--- config.mk ---
export PLATFORM = sky130hd
export DESIGN_NAME = fb_port_arbiter
export DESIGN_NICKNAME = d
export VERILOG_FILES = /design/src/rtl/fb_pkg.sv /design/src/rtl/fb_wr_fifo.sv /design/src/rtl/fb_port_arbiter.sv
export SDC_FILE = /design/constraint.sdc
export NUM_CORES = 1
export LEC_CHECK = 0
export BUFFER_PORTS_ARGS = -buffer_cell sky130_fd_sc_hd__buf_2
export CAP_MARGIN = 5
export CORE_MARGIN = 2
export CORE_UTILIZATION = 49
export CTS_CLUSTER_SIZE = 10
export DETAILED_ROUTE_END_ITERATION = 8
export PLACE_DENSITY = 0.86
export SYNTH_ARGS = -nofsm -noshare
export SYNTH_HDL_FRONTEND = slang
export SYNTH_SLANG_ARGS = --single-unit
export TNS_END_PERCENT = 20
--- constraint.sdc ---
create_clock -name clk -period 3 [get_ports clk]
set_input_delay 0.9 -clock clk [delete_from_list [all_inputs] [get_ports clk]]
set_output_delay 0.9 -clock clk [all_outputs]
set_load 0.1 [all_outputs]
--- src/rtl/fb_pkg.sv ---
// Shared framebuffer constants and arbiter state type.
package fb_pkg;

    localparam int FB_ADDR_W = 17;
    localparam int FB_DATA_W = 12;
    localparam int FB_DEPTH  = 76800;

    typedef enum logic {
        ST_CLEAR = 1'b0,
        ST_RUN   = 1'b1
    } fb_state_t;

endpackage

--- src/rtl/fb_wr_fifo.sv ---
// Small synchronous write buffer holding {address, pixel} entries.
// Head entry is presented combinationally; count is registered.
module fb_wr_fifo #(
    parameter int ADDR_W = 17,
    parameter int DATA_W = 12,
    parameter int DEPTH  = 4
) (
    input  logic              clk,
    input  logic              reset_n,
    input  logic              push,
    input  logic [ADDR_W-1:0] push_addr,
    input  logic [DATA_W-1:0] push_data,
    input  logic              pop,
    output logic [ADDR_W-1:0] head_addr,
    output logic [DATA_W-1:0] head_data,
    output logic              full,
    output logic              empty
);
    import fb_pkg::*;

    localparam int PTR_W = (DEPTH > 1) ? $clog2(DEPTH) : 1;
    localparam int ENT_W = ADDR_W + DATA_W;

    logic [ENT_W-1:0] mem [DEPTH];
    logic [PTR_W-1:0] wr_ptr_reg;
    logic [PTR_W-1:0] rd_ptr_reg;
    logic [PTR_W:0]   count_reg;
    logic             do_push;
    logic             do_pop;

    assign full    = (count_reg == (PTR_W+1)'(DEPTH));
    assign empty   = (count_reg == '0);
    assign do_push = push & ~full;
    assign do_pop  = pop & ~empty;

    assign {head_addr, head_data} = mem[rd_ptr_reg];

    always_ff @(posedge clk or negedge reset_n) begin
        if (!reset_n) begin
            wr_ptr_reg <= '0;
            rd_ptr_reg <= '0;
            count_reg  <= '0;
        end else begin
            if (do_push) wr_ptr_reg <= wr_ptr_reg + 1'b1;
            if (do_pop)  rd_ptr_reg <= rd_ptr_reg + 1'b1;
            case ({do_push, do_pop})
                2'b10:   count_reg <= count_reg + 1'b1;
                2'b01:   count_reg <= count_reg - 1'b1;
                default: count_reg <= count_reg;
            endcase
        end
    end

    // Storage needs no reset; pointers alone define what is valid.
    always_ff @(posedge clk) begin
        if (do_push) mem[wr_ptr_reg] <= {push_addr, push_data};
    end

endmodule

--- src/rtl/fb_port_arbiter.sv ---
// Single-port framebuffer arbiter: scan-out reads win, buffered writes drain when idle.
// Optional power-up clear sweep enabled by defining FB_CLEAR_EN.
module fb_port_arbiter #(
    parameter int ADDR_W     = fb_pkg::FB_ADDR_W,
    parameter int DATA_W     = fb_pkg::FB_DATA_W,
    parameter int FB_DEPTH   = fb_pkg::FB_DEPTH,
    parameter int FIFO_DEPTH = 4
) (
    input  logic              clk,
    input  logic              reset_n,
    input  logic              rd_req,
    input  logic [ADDR_W-1:0] rd_addr,
    output logic [DATA_W-1:0] rd_data,
    output logic              rd_valid,
    input  logic              wr_valid,
    input  logic [ADDR_W-1:0] wr_addr,
    input  logic [DATA_W-1:0] wr_data,
    output logic              wr_ready,
    output logic              wr_drop,
    output logic              busy,
    output logic              ram_we,
    output logic [ADDR_W-1:0] ram_addr,
    output logic [DATA_W-1:0] ram_din,
    input  logic [DATA_W-1:0] ram_dout
);
    import fb_pkg::*;

    localparam logic [ADDR_W:0]   DEPTH_LIM = (ADDR_W+1)'(FB_DEPTH);
    localparam logic [ADDR_W-1:0] LAST_ADDR = ADDR_W'(FB_DEPTH - 1);

    logic              active_reg;
    logic              rd_valid_reg;
    logic [DATA_W-1:0] rd_hold_reg;
    logic              fifo_push;
    logic              fifo_pop;
    logic              fifo_full;
    logic              fifo_empty;
    logic [ADDR_W-1:0] head_addr;
    logic [DATA_W-1:0] head_data;
    logic              head_oor;
    logic              clear_mode;
    logic              run_mode;
    logic              rd_honour;
    logic [ADDR_W-1:0] clr_addr;

    // Port stays quiet until the first edge after reset release.
    always_ff @(posedge clk or negedge reset_n) begin
        if (!reset_n) active_reg <= 1'b0;
        else          active_reg <= 1'b1;
    end

    assign wr_ready  = active_reg & ~fifo_full;
    assign fifo_push = wr_valid & wr_ready;
    assign head_oor  = ({1'b0, head_addr} >= DEPTH_LIM);

    fb_wr_fifo #(
        .ADDR_W (ADDR_W),
        .DATA_W (DATA_W),
        .DEPTH  (FIFO_DEPTH)
    ) u_wr_fifo (
        .clk       (clk),
        .reset_n   (reset_n),
        .push      (fifo_push),
        .push_addr (wr_addr),
        .push_data (wr_data),
        .pop       (fifo_pop),
        .head_addr (head_addr),
        .head_data (head_data),
        .full      (fifo_full),
        .empty     (fifo_empty)
    );

`ifdef FB_CLEAR_EN
    fb_state_t         state_reg, state_next;
    logic [ADDR_W-1:0] clr_cnt_reg, clr_cnt_next;

    always_ff @(posedge clk or negedge reset_n) begin
        if (!reset_n) begin
            state_reg   <= ST_CLEAR;
            clr_cnt_reg <= '0;
        end else begin
            state_reg   <= state_next;
            clr_cnt_reg <= clr_cnt_next;
        end
    end

    always_comb begin
        state_next   = state_reg;
        clr_cnt_next = clr_cnt_reg;
        if (active_reg && state_reg == ST_CLEAR) begin
            clr_cnt_next = clr_cnt_reg + 1'b1;
            if (clr_cnt_reg == LAST_ADDR) state_next = ST_RUN;
        end
    end

    assign clear_mode = (state_reg == ST_CLEAR);
    assign clr_addr   = clr_cnt_reg;
`else
    assign clear_mode = 1'b0;
    assign clr_addr   = '0;
`endif

    assign busy     = clear_mode;
    assign run_mode = active_reg & ~clear_mode;

    always_comb begin
        ram_we    = 1'b0;
        ram_addr  = '0;
        ram_din   = '0;
        fifo_pop  = 1'b0;
        rd_honour = 1'b0;
        wr_drop   = 1'b0;
        if (active_reg && clear_mode) begin
            ram_we   = 1'b1;
            ram_addr = clr_addr;
        end else if (run_mode) begin
            if (rd_req) begin
                rd_honour = 1'b1;
                ram_addr  = rd_addr;
            end else if (!fifo_empty) begin
                fifo_pop = 1'b1;
                // Out-of-range head is discarded without touching the RAM.
                if (head_oor) begin
                    wr_drop = 1'b1;
                end else begin
                    ram_we   = 1'b1;
                    ram_addr = head_addr;
                    ram_din  = head_data;
                end
            end
        end
    end

    always_ff @(posedge clk or negedge reset_n) begin
        if (!reset_n) begin
            rd_valid_reg <= 1'b0;
            rd_hold_reg  <= '0;
        end else begin
            rd_valid_reg <= rd_honour;
            if (rd_valid_reg) rd_hold_reg <= ram_dout;
        end
    end

    // RAM output is live during the valid cycle, then held.
    assign rd_valid = rd_valid_reg;
    assign rd_data  = rd_valid_reg ? ram_dout : rd_hold_reg;

endmodule

==> run metrics <==
most frequent cells in the layout edfxtp_1 (116), buf_2 (75), buf_12 (35); CTS tree built; Die W roughly 110 µm; # DRC 0; Setup Skew between 10 and 15 ps; Cell Pwr Density about 1000 nW/µm²; Worst Path Required 2100 ps; sequential fraction of the synthesis area 0.736; largest net degree at the start of global routing 30; outcome finished with violations; total number of vias just over 3000; max-cap violations 0; Fmax between 200 and 300 MHz; most common cell after layout, fill and taps aside edfxtp_1; Worst-path clk slew about 70 ps; Core ar. ~11000 µm²; number of CTS-inserted buffers 17; CTS H-tree depth 4; die area approximately 12000 µm²; Post-Route WL 11800 µm; Simple-Gate Fraction of Synth Area 0.0322; Ant. Diodes 0; Crit path top cell by count buf_12; Syn Nets roughly 340; Syn Inst Count roughly 270; top_reg_cell synth edfxtp_1; Setup crit end ram_din[9]; syn avg cell area between 20 and 25 µm²; flop2flop setup slack 590 ps; setup_tns -21050 ps; Critical Path AT approximately 2900 ps; initial antenna violation count 0; routed len/inst between 20 and 25 µm; leakage between 2 and 3 nW; Ports between 100 and 150; Peak VDD IR about 650 µV; Final setup violation count 31; fin nets 478; hpwl dp 7310 µm; r2r endpoint u_wr_fifo.count_reg[2]; critical path class reg -> out; I/O Buffers between 100 and 150; GRT overflow 0; vias in the first global route 3299; reg2reg start u_wr_fifo.count_reg[2]; Critical Path Start Type flop; critical path's largest stage delay 550 ps; Worst-Skew Late Latency 520 ps; asr flop ratio synth 0.153; fin crit share 1.26; post-synthesis xor/xnor area fraction 0.00965; failing checks setup timing; Synth-to-Final Area Change 41.1%; pre-CTS setup slack -288 ps; main combinational cell family by area after synthesis multiplexers; Worst-Margin Slew 809 ps; Setup WS post-layout -771 ps; ratio of cells with drive above 1 in the final layout 0.577; Total GRT Usage 0.209; Largest register FFs roughly 120; Buf/Inv on CP 3; synth warn 0; Max FO, Critical Path 7; HP Class in -> async; synthesized area around 5400 µm²; #FFs+latches synth around 140; Compound-Gate Fraction of Synth Area 0.0381; Post-synth EDFFs around 120; gp weighted congestion around 0.81; Slew HR 0.461; number of library cell types mapped by synthesis 31; Filler cells about 680; Tmin final 3770 ps; Initial Util 0.502; first-pass GRT wire length ~18000 µm; critical path's slowest cell mux4_2; final hold vios 0; Die Span Y 109 µm; Adder-Cell Fraction of Synth Area 0.0152; root buffer cell clkbuf_8; DRT Pass-1 Iters 4; R2R depth 9; vias per inst ~5.4; Crit path max-delay family simple AND/OR/NAND/NOR gates; max-slew violations 0; Crit path depth 7; CP cell instances mux4_2, or4_4, a22oi_4, buf_12, buf_12, and2_4, buf_12; First DRT Iteration DRCs around 180; # clock sinks 137; RSZ-0062 raised after global routing true; # rows 38; crit path capture type output port; antenna-violating nets left 0; post-synthesis mux area share 0.149; clock buffer depth 2; Critical path origin u_wr_fifo.rd_ptr_reg[0]
-- cell type report --
class | instances | area, µm² | area share
flip-flops and latches | 137 | 4010 | 0.522
repair buffers | 136 | 1310 | 0.170
multi-input cells | 111 | 1520 | 0.198
inverters | 7 | 26.3 | 0.00342
clock inverters | 12 | 223 | 0.0290
well taps | 140 | 175 | 0.0228
clock buffers | 20 | 425 | 0.0553
-- kinds of logic (layout without fill, tap and decap cells) --
logic type      after synthesis  after routing
xor+xnor                      6              6
buf+inv                      20            175
compound gates               24             24
fa+ha+maj                     6              6
flops                       137            137
mux                          43             43
simple gates                 30             30
other cells                   2              2
-- through the flow --
| step | utilization | cell area (µm²) | hold WS [ps] | cells | power [mW] |
|---|---|---|---|---|---|
| 2_1_floorplan | - | 5550 | 469 | 268 | 4.52 |
| 3_3_place_gp | 0.629 | 6820 | 478 | 521 | 5.42 |
| 3_5_place_dp | 0.629 | 6820 | 484 | 521 | 5.50 |
| 4_1_cts | 0.705 | 7640 | 339 | 559 | 7.97 |
| 5_1_grt | 0.709 | 7690 | 361 | 563 | 8.28 |
| 6_report | 0.709 | 7690 | 330 | 563 | 8.00 |
-- cell usage after synthesis (2+ instances only) --
master	count	area share
mux2_2	13	0.027
nor2_1	3	0.0021
and3_1	5	0.0057
dfrtp_1	21	0.096
xor2_1	3	0.0048
buf_6	3	0.0062
clkbuf_1	3	0.0021
nor3_1	2	0.0018
o21ai_0	2	0.0018
nand2_1	3	0.0021
buf_1	5	0.0034
inv_1	7	0.0048
edfxtp_1	116	0.64
a22o_1	17	0.027
xnor2_1	3	0.0048
mux4_2	29	0.12
ha_1	5	0.011
conb_1	2	0.0014
and2_1	14	0.016
-- how the worst min path moves through the flow --
| stage | startpoint | endpoint | slack, ps |
|---|---|---|---|
| final | reset_n | rd_hold_reg[8] | 330 |
| after global routing | reset_n | rd_hold_reg[8] | 360 |
| after CTS | reset_n | rd_hold_reg[6] | 340 |
| after detailed placement | rd_hold_reg[4] | rd_hold_reg[4] | 480 |
| after global placement | rd_hold_reg[2] | rd_hold_reg[2] | 480 |
| after floorplan | u_wr_fifo.count_reg[0] | u_wr_fifo.count_reg[0] | 470 |
-- report_power, final --
group / internal, mW / switching, mW / total [mW] / leakage, nW
sequential: 2.33 / 0.108 / 2.44 / 1.30
combinational: 1.36 / 1.90 / 3.27 / 1.34
clock: 1.52 / 0.774 / 2.29 / 0.311
total: 5.21 / 2.78 / 8.00 / 2.95
-- timing repair --
item | in CTS | in global routing
setup endpoints to repair | 31 | 31
hold buffers | 0 | 0
cloned | 2 | 0
gates resized for setup | 15 | 5
pin swaps | 8 | 2
buffers inserted | 4 | 5
-- metal layers --
metal | vias up | GRT usage | wire length, µm
met3 | 9 | 0.0611 | 672
li1 | 1356 | - | -
met2 | 111 | 0.356 | 6120
met5 | - | 0 | 0
met1 | 1573 | 0.262 | 4990
met4 | 0 | 0.0615 | 63
Note: power is estimated with default switching activity, not from simulation.
